**config.mk**
```make
export PLATFORM = sky130hd
export DESIGN_NAME = display_scan_ctrl
export DESIGN_NICKNAME = d
export VERILOG_FILES = /design/src/rtl/display_scan_ctrl_pkg.sv /design/src/rtl/display_scan_ctrl_dig_slot_timer.sv /design/src/rtl/display_scan_ctrl.sv
export SDC_FILE = /design/constraint.sdc
export NUM_CORES = 1
export LEC_CHECK = 0
export BUFFER_PORTS_ARGS = -buffer_cell sky130_fd_sc_hd__buf_4
export CORE_MARGIN = 4
export CORE_UTILIZATION = 50
export CTS_BUF_LIST = sky130_fd_sc_hd__clkbuf_4
export DETAILED_ROUTE_END_ITERATION = 7
export GPL_ROUTABILITY_DRIVEN = 0
export HOLD_SLACK_MARGIN = 0.03
export PLACE_DENSITY = 0.76
export SYNTH_ARGS = -nofsm -noshare
export SYNTH_HDL_FRONTEND = slang
export SYNTH_SLANG_ARGS = --single-unit
```
**constraint.sdc**
```tcl
create_clock -name clk -period 1.8 [get_ports clk]
set_input_delay 0.18 -clock clk [delete_from_list [all_inputs] [get_ports clk]]
set_output_delay 0.18 -clock clk [all_outputs]
set_load 0.1 [all_outputs]
```
**src/rtl/display_scan_ctrl_pkg.sv**
```systemverilog
// display_scan_ctrl_pkg: shared FSM encoding and display constants for the digit scan controller.
package display_scan_ctrl_pkg;
  typedef enum logic [1:0] {S_IDLE = 2'd0, S_DEAD = 2'd1, S_ON = 2'd2} state_e;
  localparam logic [3:0] AN_OFF = 4'b1111;
  localparam int NUM_DIGITS = 4;
endpackage

```
**src/rtl/display_scan_ctrl_dig_slot_timer.sv**
```systemverilog
// dig_slot_timer: free-running slot counter with synchronous clear and the two slot-boundary compares.
module dig_slot_timer #(
  parameter int P_DIV   = 50000,
  parameter int P_DEAD  = 500,
  parameter int P_CNT_W = 16
) (
  input  logic               clk,
  input  logic               rst,
  input  logic               clr_i,
  output logic [P_CNT_W-1:0] cnt_o,
  output logic               dead_end_o,
  output logic               slot_end_o
);
  logic [P_CNT_W-1:0] cnt_q;
  always_ff @(posedge clk)
    cnt_q <= (rst || clr_i) ? '0 : cnt_q + 1'b1;
  assign cnt_o      = cnt_q;
  assign dead_end_o = cnt_q == P_CNT_W'(P_DEAD - 1);
  assign slot_end_o = cnt_q == P_CNT_W'(P_DIV - 1);
endmodule

```
**src/rtl/display_scan_ctrl.sv**
```systemverilog
// display_scan_ctrl: 4-digit scan FSM with per-slot dead time and optional leading-zero blanking.
module display_scan_ctrl
  import display_scan_ctrl_pkg::*;
#(
  parameter int P_DIV   = 50000,
  parameter int P_DEAD  = 500,
  parameter int P_CNT_W = 16
) (
  input  logic       clk,
  input  logic       rst,
  input  logic       en,
  input  logic       blank_lz,
  input  logic [3:0] ent0,
  input  logic [3:0] ent1,
  input  logic [3:0] ent2,
  input  logic [3:0] ent3,
  output logic [1:0] sel,
  output logic [3:0] an,
  output logic       slot_tick
);
  state_e             state_q, state_d;
  logic [1:0]         sel_q, sel_d;
  logic [3:0]         lz_q, lz_d, lz_new;
  logic               l3, l2, l1;
  logic               clr, dead_end, slot_end;
  logic [P_CNT_W-1:0] cnt;

  dig_slot_timer #(.P_DIV(P_DIV), .P_DEAD(P_DEAD), .P_CNT_W(P_CNT_W)) u_timer (
    .clk        (clk),
    .rst        (rst),
    .clr_i      (clr),
    .cnt_o      (cnt),
    .dead_end_o (dead_end),
    .slot_end_o (slot_end)
  );

  always_comb begin
    l3      = ent3 == 4'd0;
    l2      = l3 && ent2 == 4'd0;
    l1      = l2 && ent1 == 4'd0;
    lz_new  = blank_lz ? {l3, l2, l1, 1'b0} : 4'b0000;
    state_d = state_q;
    sel_d   = sel_q;
    lz_d    = lz_q;
    clr     = 1'b0;
    if (!en) begin
      state_d = S_IDLE;
      clr     = 1'b1;
    end else if (state_q == S_IDLE) begin
      state_d = S_DEAD;
      clr     = 1'b1;
      lz_d    = lz_new;
    end else if (state_q == S_DEAD) begin
      state_d = dead_end ? S_ON : S_DEAD;
    end else if (slot_end) begin
      // sel advances only as the next dead time begins, so the mux settles while dark
      state_d = S_DEAD;
      clr     = 1'b1;
      sel_d   = sel_q + 2'd1;
      lz_d    = lz_new;
    end
  end

  always_ff @(posedge clk) begin
    if (rst) begin
      state_q <= S_IDLE;
      sel_q   <= 2'd0;
      lz_q    <= 4'b0000;
    end else begin
      state_q <= state_d;
      sel_q   <= sel_d;
      lz_q    <= lz_d;
    end
  end

  assign sel       = sel_q;
  assign an        = (state_q == S_ON && !lz_q[sel_q]) ? ~(4'b0001 << sel_q) : AN_OFF;
  assign slot_tick = state_q == S_ON && slot_end;
endmodule

```
==> metrics.cfg <==
[run_status]
run_status=complete, but fails checks
violations=negative setup slack

[sta]
tightest_slew_ns=0.334
relSlewSlack_pct=77.7
timing.final.max_slew_violations=0
setup_viol=1
min_period_over_period_pct=100
skew_ns=0.00146
timing.final.crit_period_ns=1.80
fmax_mhz=555
worst_slack_ns=-0.000764
timing.hold.ws_ns=0.0375
hold_violations=0
rsz0062_at_grt=true
setup_tns_ns=-0.000764

[die]
rows=18
coreArea_um2=2480
dieWidth_um=58.9
chipHeight_um=58.9
ios=27
initial_core_util_pct=52.2
die-area_um2=3470

[setup_path]
path_max_fanout=3
rr_startpoint=u_timer.cnt_o[13]$_SDFF_PP0_
setup.worst_path.end_class=primary output
critPathKind=reg2out
cp-startpoint=u_timer.cnt_o[0]$_SDFF_PP0_
startpoint_type=register
cp.arrival_ns=1.62
cp.required_ns=1.62

[layout]
sequential_cell_area_um2=500
n_antenna_cell=0
nNetsFinal=201
area_growth_pct=36.6
multi_input_area_um2=850
drive_gt1_share_pct=46.3
fill_cells=197

[run]
cap_violations=0

[synth]
yosys_warnings=0
ys_ff_latch=23
avgSynthCellArea_um2=9.24
async_flop_share_pct=0
post_synth_num_cell_types=44
synth_nets=165
ys_seq_area_share_pct=35.6
ys_dominant_reg_cell=dfxtp_1
synth_edf_count=0
netlist_instances=140
synth.cell_area_um2=1290

[global_route]
grt_util_all_layers_pct=18.7
grt.met2_usage_pct=31.2
grt_pass1_wl_um=4970
busiest_layer=met2
grtUsageMet1_pct=22.3
antenna_found_initial=0
grt_pass1_vias=1144
grt_max_degree=17
grt-ovfl-total=0
met3_usage_pct=3.29

[detailed_routing]
totalWireLength_um=3040
via_per_inst=5.53
dr.pass1.iters=4
drtIter0Drc=30
drc=0
ant_nets=0
vias=1134
wl_per_cell_um=14.8

[cts]
cts_made_buffers=3
clkTransAtPathRegs_ns=0.13
holdBufCountCts=0
cts_tree=built
clk_path_buf_depth=2
htree_num_levels=1
insertion_delay_ns=0.32
cts.sinks=23
clock_tree.root_cell=clkbuf_4

[pwr]
p_per_area_nw_per_um2=451
vdd_drop_max_mv=0.437
power_leakage_uw=0.000625

[place]
io_buffers=22
dp_hpwl_um=2090

[worst_hold_path]
worstHoldStart=rst
hold_path.class=in2reg

-- flip-flops by register name, summed over array words and instances (netlist names) --
| signal | count |
|---|---|
| lz_q | 3 |
| sel | 2 |
| state_q | 2 |
| u_timer.cnt_o | 16 |
-- cell usage after synthesis (all sizes together), types with 2 or more instances --
cell type  number  area [µm²]
o21ai           3        15.0
nor4            6        43.8
inv             8        30.0
xnor2          10        87.6
xor2            2        17.5
buf             3        33.8
ha              5        62.6
or3             3        18.8
o31ai           2        15.0
dfxtp          23         460
nand3           5        30.0
nor2           21         144
nand2           9        33.8
nand2b          4        25.0
nor3            4        20.0
nand4           6        43.8
and4            3        28.8
a21oi           5        28.8
or2             2        12.5
or4             2        18.8
-- routing by layer --
| metal | part of all wire, % | wire (µm) |
|---|---|---|
| met4 | 2.1 | 64 |
| met3 | 2.4 | 72 |
| met1 | 41 | 1250 |
| met2 | 55 | 1660 |
| met5 | 0 | 0 |
-- final cells by class --
| type | instances | share of cell area (%) |
|---|---|---|
| Inverter | 8 | 1.70 |
| Clock inverter | 1 | 0.283 |
| Tap cell | 30 | 2.12 |
| Multi-Input combinational cell | 106 | 48.1 |
| Clock buffer | 3 | 1.27 |
| Sequential cell | 23 | 28.3 |
| Timing Repair Buffer | 34 | 18.2 |
-- timing repair --
action	CTS	global route
hold endpoints to repair	0	0
resized for setup	13	29
gates cloned	0	0
pin swaps	2	4
buffers inserted	3	4
endpoints found under the setup margin	5	15
-- cells by family (layout without fill, tap and decap cells) --
family                   Yosys count  count (layout)  share of synthesized area (%)
buffers and inverters             11              46                           4.93
AND/OR/NAND/NOR                   71              71                           36.7
AO/OA/AOI/OAI                     17              17                           9.09
adder cells (fa/ha/maj)            5               5                           4.84
multiplexers                       1               1                          0.774
flip-flops                        23              23                           35.6
XOR/XNOR                          12              12                           8.12
-- report_power, final --
group	switching [µW]	internal, µW
combinational	19.5	27.3
sequential	3.10	499
clock	164	83.3
-- path summary, 6_finish.rpt --
check,endpoint,slack (ns),depth (start not counted)
worst max register to register,u_timer.cnt_o[5]$_SDFF_PP0_,0.10,6
worst min register to register,u_timer.cnt_o[0]$_SDFF_PP0_,0.45,1
worst min-delay path,sel[1]$_SDFFE_PP0P_,0.04,2
worst max-delay path,slot_tick,-0.0008,5
-- critical path, cell delays in order, from the launching register on --
cell and delay [ns]:
dfxtp_4 0.39, ha_4 0.13, and4_4 0.21, nand4_1 0.20, nor2_4 0.19, buf_12 0.18
-- metrics by stage --
stage,util [%],instances,setup slack [ns],area (µm²),power [µW]
floorplan,-,140,0.0168,1360,539
global placement,63.1,194,0.129,1560,567
detailed placement,63.1,194,0.0696,1560,569
CTS,66.9,201,0.00445,1660,812
global route,71.3,205,-0.0856,1770,831
finish,71.3,205,-0.000764,1770,797
-- layout by cell type, fill, tap and decap left out, types with 2 or more instances in the layout --
| cell | n |
|---|---|
| and4_4 | 2 |
| nor2_2 | 2 |
| clkbuf_4 | 3 |
| dfxtp_2 | 8 |
| o31ai_1 | 2 |
| nor3_1 | 4 |
| buf_4 | 28 |
| inv_1 | 7 |
| nand2_4 | 4 |
| ha_1 | 4 |
| a21oi_1 | 4 |
| or2_1 | 2 |
| xor2_1 | 2 |
| or3_1 | 3 |
| o21ai_0 | 3 |
| nand2b_1 | 4 |
| buf_12 | 5 |
| nor2_4 | 9 |
| xnor2_1 | 10 |
| nand4_1 | 5 |
| dfxtp_4 | 8 |
| nand3_1 | 4 |
| dfxtp_1 | 7 |
| nor4_1 | 5 |
| nor2_1 | 10 |
| nand2_1 | 5 |
Note: power is estimated with default switching activity, not from simulation.
